<file path="src/rtl/ram_pkg.sv">
// ram_pkg: default geometry and word typedefs shared by the RAM and its users.
package ram_pkg;
    localparam int RAM_ADDR_WIDTH = 4;
    localparam int RAM_DATA_WIDTH = 4;
    typedef logic [RAM_ADDR_WIDTH-1:0] addr_t;
    typedef logic [RAM_DATA_WIDTH-1:0] data_t;
endpackage

</file>
<file path="src/rtl/ram.sv">
// ram: single-port flop-array RAM with registered read data and async clear.
module ram
    import ram_pkg::*;
#(
    parameter int ADDR_WIDTH = RAM_ADDR_WIDTH,
    parameter int DATA_WIDTH = RAM_DATA_WIDTH
) (
    input  logic                  clk,
    input  logic                  rst,
    input  logic [DATA_WIDTH-1:0] data_in,
    input  logic [ADDR_WIDTH-1:0] addr,
    input  logic                  write,
    input  logic                  select,
    output logic [DATA_WIDTH-1:0] data_out
);
    localparam int DEPTH = 2 ** ADDR_WIDTH;
    logic [DATA_WIDTH-1:0] mem_q [DEPTH];
    logic [DATA_WIDTH-1:0] data_out_q, data_out_d;
    // Flops rather than block RAM: every word must clear asynchronously.
    always_comb data_out_d = (select && !write) ? mem_q[addr] : data_out_q;
    always_ff @(posedge clk or posedge rst) begin
        if (rst) begin
            for (int i = 0; i < DEPTH; i++) mem_q[i] <= '0;
            data_out_q <= '0;
        end else begin
            if (select && write) mem_q[addr] <= data_in;
            data_out_q <= data_out_d;
        end
    end
    assign data_out = data_out_q;
endmodule

</file>
<file path="config.mk">
export PLATFORM = sky130hd
export DESIGN_NAME = ram
export DESIGN_NICKNAME = d
export VERILOG_FILES = /design/src/rtl/ram_pkg.sv /design/src/rtl/ram.sv
export SDC_FILE = /design/constraint.sdc
export NUM_CORES = 1
export LEC_CHECK = 0
export CORE_MARGIN = 3
export CORE_UTILIZATION = 30
export CTS_CLUSTER_DIAMETER = 100
export DETAILED_ROUTE_END_ITERATION = 8
export GPL_TIMING_DRIVEN = 1
export PLACE_DENSITY = 0.44
export SLEW_MARGIN = 20
export SYNTH_ARGS = -nofsm -noshare
export SYNTH_HDL_FRONTEND = slang
export SYNTH_SLANG_ARGS = --single-unit
</file>
<file path="constraint.sdc">
create_clock -name clk -period 2.05 [get_ports clk]
set_input_delay 0.5125 -clock clk [delete_from_list [all_inputs] [get_ports clk]]
set_output_delay 0.5125 -clock clk [all_outputs]
set_load 0.01 [all_outputs]
</file>
==> flow_summary_export.csv, run 1 <==
group,metric,value,unit
clocking,clk_path_buf_depth,2,
pwr,power.density,861.6,mW/mm²
drt,finalWirelength,7078,µm
logic_synthesis,synth_compound_gate_area_share,3.591,%
timing,setup_viol,0,
logic_synthesis,synthAdderAreaFrac,0,%
critical_path,cp_slowest_cell,"or4_1",
floorplan,die_h,109.9,µm
clocking,clock-root-buffer,"clkbuf_8",
critical_path,arrival,2.20,ns
critical_path,endpoint_kind,"flop",
logic_synthesis,synth.avg_cell_area,13.85,µm²
status,status,"finished clean",
drt,met3_length,206,µm
logic_synthesis,async_flop_share,100.0,%
clocking,postCtsHoldBufs,0,
critical_path,critical_path_class,"primary input to flop",
clocking,cts_resized,0,
pwr,vdd_drop_max,248.4,µV
logic_synthesis,synth_top_area_share,52.51,%
logic_synthesis,ys_ff_latch,68,
logic_synthesis,synth_top_flop_cell,"dfrtp_1",
pwr,comb_power_share,18.5,%
logic_synthesis,yosysWarnings,0,
logic_synthesis,netlist_instances,234,
logic_synthesis,synth.mux.area_fraction,33.20,%
cells_and_area,area_growth_syn_to_layout,22.12,%
drt,highest_layer,"met4",
cells_and_area,nets,289,
drt,dr.pass1.iters,4,
clocking,cts.sinks,68,
timing,setup_tns,0,ns
critical_path,critPathMaxStageDelay,0.67,ns
logic_synthesis,synth_top_family_by_area,"multiplexers",
grt,grt_max_degree,69,
logic_synthesis,synth-xor-area-share,0,%
timing,worst_pin_slew,0.4053,ns
timing,slew_headroom,72.88,%
logic_synthesis,yosys.area.top_type,"dfrtp_1",
critical_path,cp_cell_sequence,"clkdlybuf4s50_1 -> buf_12 -> or4_1 -> mux2_4",
drt,vias,1972,
timing,fmax,509.3,MHz
timing,hold_viol,0,
pwr,power,0.003410,W
hold_path,hold_class,"flop to flop",
grt,grt-ovfl-total,0,
floorplan,core-area,0.01042,mm²
drt,wl_per_cell,16.97,µm
timing,slew_viol_final,0,
floorplan,fp-row-count,37,
cells_and_area,n_fill_cell,999,
clocking,post_cts_buffers,0,
timing,rsz0062_at_grt,"false",
place,gp_congestion,0.7177,
logic_synthesis,syn_area,0.003241,mm²
clocking,clk_pin_slew,0.07,ns
floorplan,die_area,0.01208,mm²
clocking,htree_levels,3,
pwr,p_clk_share,30.8,%
floorplan,io_pins,16,
timing,fin_crit_sh,95.78,%
timing,fin_crit,1.963,ns
critical_path,cp.required,2.28,ns
cells_and_area,drive_gt1_share,44.84,%
drt,routed_via_density,4.729,
drt,drtIter0Drc,49,
pwr,p_int,0.002550,W
drt,wl_met2,3048,µm
pwr,p_sw_share,25.22,%
cells_and_area,multiInputGateArea,0.001446,mm²
critical_path,rrSetupSlack,0.64,ns
cells_and_area,diodes,0,
clocking,cts-buffers-inserted,9,
place,place_ws,-0.2652,ns
pwr,pwr-share-seq,50.7,%
drt,final_antenna_net_count,0,
logic_synthesis,ys_top_cells_by_area,"dfrtp_1 (53%), mux2_2 (21%), mux4_2 (5.6%)",
logic_synthesis,synth-simple-area-share,7.838,%
pwr,switchingPower,0.0008599,W
logic_synthesis,synth_edf_count,0,
drt,met1Wirelength,3660,µm
clocking,insertion_delay,0.35,ns
critical_path,critPathMaxFanout,15,
grt,grt_antenna_before_repair,0,
grt,grt_pass1_vias,2090,
place,port_buffers,15,
logic_synthesis,ys_seq_area_share,52.51,%
grt,grtUsageTotal,13.51,%
cells_and_area,seqCellArea,0.001702,mm²
place,dp_hpwl,5031,µm
grt,grt_pass1_wl,11960,µm
critical_path,critPathLaunchType,"primary input",
timing,timing.final.ws_setup,0.08658,ns
clocking,cts_tree,"yes",
pwr,leakagePower,1.762,nW
floorplan,start_util,31.11,%
logic_synthesis,syn_nets,246,
drt,route.detailed.drc,0,
flow_run,drv_cap,0,
logic_synthesis,synth.distinct_cells,35,
timing,fin_skew,0.004493,ns
floorplan,die_x,109.9,µm
==> critical path, delay by kind of cell <==
family                 cells  cell delay (ns)
muxes                      1             0.35
and+or+nand+nor            1             0.67
buffers and inverters      2             0.66
==> logic make-up after synthesis <==
| group | count (synthesis) |
|---|---|
| buf+inv | 17 |
| flops | 68 |
| simple gates | 43 |
| mux | 88 |
| compound gates | 18 |
==> flip-flops by register name, summed over array words and instances (netlist names) <==
register and count:
data_out 4, mem_q 64
==> routing by layer <==
| metal | GRT usage [%] | up-vias |
|---|---|---|
| met4 | 6.679 | 0 |
| met2 | 18.98 | 31 |
| met1 | 19.91 | 991 |
| li1 | - | 937 |
| met3 | 2.290 | 13 |
| met5 | 0 | - |
==> area by class of cell <==
type / count / area share [%]
clock buffer: 14 / 4.616
sequential: 68 / 43.00
multi-input combinational: 149 / 36.55
inverter: 2 / 0.2845
timing repair buffer: 47 / 11.13
tap: 136 / 4.300
clock inverter: 1 / 0.1265
==> cells in the final DEF, fill, tap and decap left out, types with 3 or more instances in the layout <==
cell,count
a22oi_1,3
a31oi_1,3
buf_12,4
buf_4,28
clkbuf_8,13
clkdlybuf4s50_1,15
dfrtp_1,68
mux2_2,60
mux2_4,4
mux2i_1,16
mux4_2,8
nand2_1,5
nand2b_1,3
nor2_1,15
nor2_2,3
o22ai_1,6
==> final timing paths <==
kind | from | endpoint | depth (start not counted)
setup / recovery | addr[1] | mem_q[45]$_DFFE_PP0P_ | 4
hold / removal | mem_q[40]$_DFFE_PP0P_ | mem_q[40]$_DFFE_PP0P_ | 1
setup reg to reg | mem_q[20]$_DFFE_PP0P_ | data_out[0]$_DFFE_PP0P_ | 4
hold reg to reg | mem_q[40]$_DFFE_PP0P_ | mem_q[40]$_DFFE_PP0P_ | 1
max in group asynchronous | rst | mem_q[4]$_DFFE_PP0P_ | 3
min in group asynchronous | rst | mem_q[13]$_DFFE_PP0P_ | 3
==> per-stage QoR <==
step	utilization, %	std cells	cell area (µm²)	hold slack [ns]
after floorplan	-	234	3244	0.4739
after global placement	36.19	402	3770	0.4846
after global routing	37.99	417	3958	0.5209
after CTS	37.99	417	3958	0.5051
after detailed placement	36.19	402	3770	0.4896
final	37.99	417	3958	0.5032
==> synthesized netlist by cell type, types with 3 or more instances <==
cell	n
nor2_2	3
a22oi_1	3
nand2b_1	3
buf_2	4
o22ai_1	6
nor2_1	15
mux2_4	4
dfrtp_1	68
clkbuf_1	6
mux2i_1	16
a31oi_1	3
mux2_2	60
mux4_2	8
nand2_1	5
==> power groups by stage <==
| stage | combinational (W) | clock [W] | sequential, W |
|---|---|---|---|
| floorplan | 0.000449 | 0 | 0.00172 |
| global placement | 0.000633 | 0 | 0.00176 |
| detailed placement | 0.000644 | 0 | 0.00175 |
| CTS | 0.000644 | 0.00109 | 0.00173 |
| global route | 0.000693 | 0.00116 | 0.00176 |
| finish | 0.000630 | 0.00105 | 0.00173 |
No activity file was read; power rests on OpenSTA's default activity.
==> run 2: changes to the inputs <==
--- a/config.mk
+++ b/config.mk
@@ -10,7 +10,8 @@
 export CTS_CLUSTER_DIAMETER = 100
 export DETAILED_ROUTE_END_ITERATION = 8
 export GPL_TIMING_DRIVEN = 1
-export PLACE_DENSITY = 0.44
+export HOLD_SLACK_MARGIN = 0.03
+export PLACE_DENSITY = 0.43
 export SLEW_MARGIN = 20
 export SYNTH_ARGS = -nofsm -noshare
 export SYNTH_HDL_FRONTEND = slang
==> constraint.sdc (replaced) <==
create_clock -name clk -period 2.31 [get_ports clk]
set_input_delay 0.5775 -clock clk [delete_from_list [all_inputs] [get_ports clk]]
set_output_delay 0.5775 -clock clk [all_outputs]
set_load 0.01 [all_outputs]
==> flow_summary_export.csv, run 2 (synthesis gave the netlist of run 1 again) <==
group,metric,value,unit
place,place_area,0.003794,mm²
timing,slew_viol_final,0,
clocking,cts.sinks,68,
clocking,cts_tree,"yes",
cells_and_area,multiInputGateArea,0.001446,mm²
critical_path,endpoint_kind,"flop",
cells_and_area,final_cell_area,0.003995,mm²
grt,grtUsageTotal,14.12,%
cells_and_area,largest-register,"mem_q",
critical_path,rr_startpoint,"mem_q[20]$_DFFE_PP0P_",
flow_run,drv_cap,0,
cells_and_area,diodes,0,
grt,grt_pass1_wl,12650,µm
floorplan,die_x,109.9,µm
critical_path,critical_path_class,"primary input to flop",
critical_path,worstRegToRegCells,4,
critical_path,critPathLaunchType,"primary input",
critical_path,r2r-end,"data_out[0]$_DFFE_PP0P_",
grt,grt_pass1_vias,2205,
floorplan,core-area,0.01042,mm²
drt,dr.pass1.iters,4,
cells_and_area,n_fill_cell,1047,
clocking,cts_resized,0,
clocking,post_cts_buffers,0,
clocking,clk_pin_slew,0.07,ns
floorplan,fp-row-count,37,
hold_path,hold_depth,1,
drt,route.detailed.drc,0,
pwr,p_sw_share,26.15,%
critical_path,critPathMaxFanout,9,
pwr,p_clk_share,32.1,%
clocking,clock-root-buffer,"clkbuf_8",
drt,finalWirelength,7488,µm
cells_and_area,final_core_util,38.35,%
critical_path,arrival,2.27,ns
critical_path,cp_cell_sequence,"clkdlybuf4s50_1 -> buf_4 -> mux4_2 -> or2_2 -> a21oi_1 -> a211oi_1",
critical_path,worstPathBufferInverterCount,2,
timing,fmax,484.6,MHz
cells_and_area,instances_no_fill,420,
grt,grt-ovfl-total,0,
drt,drtIter0Drc,60,
hold_path,hold_class,"flop to flop",
cells_and_area,drive_gt1_share,45.77,%
clocking,htree_levels,3,
place,dp_hpwl,5380,µm
timing,hold_viol,0,
pwr,p_int,0.002293,W
grt,grt_max_degree,30,
clocking,cts-buffers-inserted,9,
drt,routed_via_density,4.824,
cells_and_area,most-common-layout-cells,"dfrtp_1 (68), mux2_2 (60), buf_4 (29)",
pwr,power.density,777.2,mW/mm²
grt,grt_antenna_before_repair,0,
clocking,postCtsHoldBufs,0,
timing,fin_skew,0.008224,ns
critical_path,cp_slowest_cell,"mux4_2",
cells_and_area,largest_reg_flops,64,
floorplan,io_pins,16,
cells_and_area,nets,291,
hold_path,hold_path.startpoint,"mem_q[49]$_DFFE_PP0P_",
drt,wl_per_cell,17.83,µm
timing,fin_crit,2.063,ns
timing,setup_viol,0,
pwr,comb_power_share,18.4,%
pwr,switchingPower,0.0008121,W
timing,fin_crit_sh,89.33,%
cells_and_area,seqCellArea,0.001702,mm²
place,gp_congestion,0.7059,
drt,final_antenna_net_count,0,
timing,worst_pin_slew,0.6513,ns
pwr,power,0.003105,W
timing,slew_headroom,56.44,%
place,dp.cells,404,
clocking,insertion_delay,0.35,ns
critical_path,cp.required,2.52,ns
critical_path,rrSetupSlack,0.80,ns
status,status,"finished clean",
floorplan,start_util,31.11,%
pwr,pwr-share-seq,49.5,%
hold_path,hold_end,"mem_q[49]$_DFFE_PP0P_",
drt,vias,2026,
clocking,clk_path_buf_depth,2,
timing,setup_tns,0,ns
place,port_buffers,15,
floorplan,die_area,0.01208,mm²
pwr,leakagePower,1.779,nW
cells_and_area,final_common_cell,"dfrtp_1",
floorplan,die_h,109.9,µm
critical_path,critPathMaxStageDelay,0.54,ns
pwr,vdd_drop_max,330.2,µV
critical_path,crit_family,"buffers and inverters",
timing,rsz0062_at_grt,"false",
cells_and_area,area_growth_syn_to_layout,23.28,%
[run 2: layout make-up]
cell class / count / area share, %
multi-input cells: 149 / 36.20
repair buffers: 49 / 11.71
clock inverters: 6 / 1.597
well taps: 136 / 4.259
inverters: 2 / 0.1879
flip-flops and latches: 68 / 42.59
clock buffers: 10 / 3.445
[run 2: per-stage QoR]
stage / hold slack, ns / worst slack, ns
2_1_floorplan: 0.4739 / 0.02099
3_3_place_gp: 0.4846 / -0.1095
3_5_place_dp: 0.4896 / -0.09979
4_1_cts: 0.5096 / 0.2658
5_1_grt: 0.5207 / 0.1801
6_report: 0.5027 / 0.2466
[run 2: worst max path at each step]
stage | from | to | slack (ns) | cells past startpoint
2_1_floorplan | rst | data_out[0]$_DFFE_PP0P_ | 0.02 | 1
6_report | addr[1] | data_out[0]$_DFFE_PP0P_ | 0.25 | 6
3_5_place_dp | addr[1] | data_out[2]$_DFFE_PP0P_ | -0.1 | 6
3_3_place_gp | addr[1] | data_out[1]$_DFFE_PP0P_ | -0.11 | 6
4_1_cts | addr[1] | data_out[2]$_DFFE_PP0P_ | 0.27 | 6
5_1_grt | addr[1] | mem_q[4]$_DFFE_PP0P_ | 0.18 | 6
[run 2: power by group through the flow]
stage | Combinational [W] | Clock (W) | Sequential, W
2_1_floorplan | 0.000398 | 0 | 0.00152
6_report | 0.000572 | 0.000996 | 0.00154
3_3_place_gp | 0.000573 | 0 | 0.00156
5_1_grt | 0.000631 | 0.00108 | 0.00157
4_1_cts | 0.000583 | 0.00103 | 0.00154
3_5_place_dp | 0.000579 | 0 | 0.00156
[run 2: metal layers]
layer  wire [µm]  vias up  share of wire (%)  GRT usage [%]
li1            -      954                  -              -
met1        3873     1031                 52          20.74
met2        3228       32                 43          20.28
met3         289        9                3.9          3.523
met4          96        0                1.3          4.541
met5           0        -                  0              0
==> run 3: changes to the inputs <==
--- a/config.mk
+++ b/config.mk
@@ -12,7 +12,7 @@
 export GPL_TIMING_DRIVEN = 1
 export HOLD_SLACK_MARGIN = 0.03
 export PLACE_DENSITY = 0.43
-export SLEW_MARGIN = 20
+export SLEW_MARGIN = 25
 export SYNTH_ARGS = -nofsm -noshare
 export SYNTH_HDL_FRONTEND = slang
 export SYNTH_SLANG_ARGS = --single-unit
==> constraint.sdc (replaced) <==
create_clock -name clk -period 2 [get_ports clk]
set_input_delay 0.5 -clock clk [delete_from_list [all_inputs] [get_ports clk]]
set_output_delay 0.5 -clock clk [all_outputs]
set_load 0.01 [all_outputs]
==> flow_summary_export.csv, run 3 (synthesis gave the netlist of run 1 again) <==
group,metric,value,unit
status,status,"finished clean",
drt,final_antenna_net_count,0,
cells_and_area,diodes,0,
clocking,htree_levels,3,
cells_and_area,final_core_util,37.87,%
drt,drtIter0Drc,79,
grt,grt-ovfl-total,0,
timing,slew_viol_final,0,
timing,fmax,521.1,MHz
critical_path,critPathLaunchType,"primary input",
floorplan,fp-row-count,37,
clocking,clk_pin_slew,0.08,ns
critical_path,endpoint_kind,"flop",
cells_and_area,final_common_cell,"dfrtp_1",
critical_path,startpoint,"addr[1]",
floorplan,die_h,109.9,µm
floorplan,die_x,109.9,µm
drt,finalWirelength,7222,µm
timing,fin_skew,0.008064,ns
drt,wl_per_cell,17.15,µm
pwr,vdd_drop_max,317.4,µV
floorplan,core-area,0.01042,mm²
cells_and_area,final_cell_area,0.003945,mm²
clocking,cts_resized,0,
timing,setup_viol,0,
grt,grtUsageTotal,13.46,%
clocking,clock-root-buffer,"clkbuf_8",
cells_and_area,largest_reg_flops,64,
clocking,insertion_delay,0.34,ns
cells_and_area,most-common-layout-cells,"dfrtp_1 (68), mux2_2 (60), buf_4 (32)",
timing,fin_crit_sh,95.96,%
floorplan,start_util,31.11,%
pwr,power,0.003400,W
grt,grt_pass1_vias,2195,
critical_path,critical_path_class,"primary input to flop",
critical_path,rrSetupSlack,0.54,ns
timing,slew_headroom,74.28,%
place,place_area,0.003767,mm²
critical_path,r2r-end,"data_out[0]$_DFFE_PP0P_",
timing,fin_crit,1.919,ns
drt,dr.pass1.iters,4,
drt,route.detailed.drc,0,
critical_path,worstRegToRegCells,4,
place,gp_congestion,0.7153,
timing,worst_pin_slew,0.3858,ns
clocking,cts_tree,"yes",
grt,grt_max_degree,69,
place,dp_hpwl,5168,µm
timing,setup_tns,0,ns
critical_path,rr_startpoint,"mem_q[28]$_DFFE_PP0P_",
pwr,power.density,861.8,mW/mm²
cells_and_area,nets,292,
hold_path,hold_class,"flop to flop",
critical_path,arrival,2.13,ns
pwr,leakagePower,1.749,nW
clocking,cts.sinks,68,
critical_path,crit_end,"data_out[2]$_DFFE_PP0P_",
critical_path,critPathMaxFanout,8,
place,port_buffers,15,
grt,grt_pass1_wl,11970,µm
critical_path,cp.required,2.22,ns
cells_and_area,drive_gt1_share,45.96,%
floorplan,io_pins,16,
clocking,cts-buffers-inserted,9,
timing,rsz0062_at_grt,"false",
clocking,clk_path_buf_depth,2,
drt,routed_via_density,4.755,
timing,hold_viol,0,
cells_and_area,largest-register,"mem_q",
clocking,post_cts_buffers,0,
drt,vias,2002,
grt,grt_antenna_before_repair,0,
flow_run,drv_cap,0,
cells_and_area,area_growth_syn_to_layout,21.74,%
clocking,postCtsHoldBufs,0,
floorplan,die_area,0.01208,mm²
==> run 3: changes by cell type in the layout (fill, tap and decap cells not counted), sizes merged <==
cell      change
buf           +1
bufinv        -1
clkinvlp      +2
inv           -1
==> run 3: layout make-up <==
cell class	count	area, µm²
clock buffer	10	127.6
tap	136	170.2
fill	1034	6471
inverter	2	11.26
timing repair buffer	50	441.7
multi-input combinational	149	1451
clock inverter	6	41.29
sequential	68	1702
==> run 3: worst min-delay path by stage <==
| stage | startpoint | endpoint | slack (ns) | cells after the start |
|---|---|---|---|---|
| floorplan | mem_q[28]$_DFFE_PP0P_ | mem_q[28]$_DFFE_PP0P_ | 0.47 | 1 |
| global placement | mem_q[50]$_DFFE_PP0P_ | mem_q[50]$_DFFE_PP0P_ | 0.48 | 1 |
| detailed placement | mem_q[51]$_DFFE_PP0P_ | mem_q[51]$_DFFE_PP0P_ | 0.49 | 1 |
| CTS | mem_q[50]$_DFFE_PP0P_ | mem_q[50]$_DFFE_PP0P_ | 0.51 | 1 |
| global route | mem_q[58]$_DFFE_PP0P_ | mem_q[58]$_DFFE_PP0P_ | 0.52 | 1 |
| finish | mem_q[20]$_DFFE_PP0P_ | mem_q[20]$_DFFE_PP0P_ | 0.51 | 1 |
==> run 3: metrics by stage <==
stage,setup slack [ns],instances,hold WS (ns)
6_report,0.08088,421,0.5060
5_1_grt,0.01496,421,0.5182
4_1_cts,0.03882,421,0.5081
3_5_place_dp,-0.3310,405,0.4892
3_3_place_gp,-0.3526,405,0.4825
2_1_floorplan,0.2758,234,0.4739
==> run 3: where the power goes <==
group	internal [W]	switching [W]
Sequential	0.00164	0.000133
Clock	0.000447	0.000532
Combinational	0.000396	0.000253
==> run 3: worst max-delay path, cell delays in order <==
cell	delay (ns)
clkdlybuf4s50_1	0.47
buf_6	0.15
buf_4	0.15
mux4_2	0.54
a22oi_2	0.21
a31oi_1	0.11
==> run 3: routing by layer <==
metal	track usage [%]	up-vias	part of all wire (%)
li1	-	949	-
met1	18.13	1019	50
met2	21.40	24	46
met3	2.995	10	2.8
met4	4.541	0	1.6
met5	0	-	0
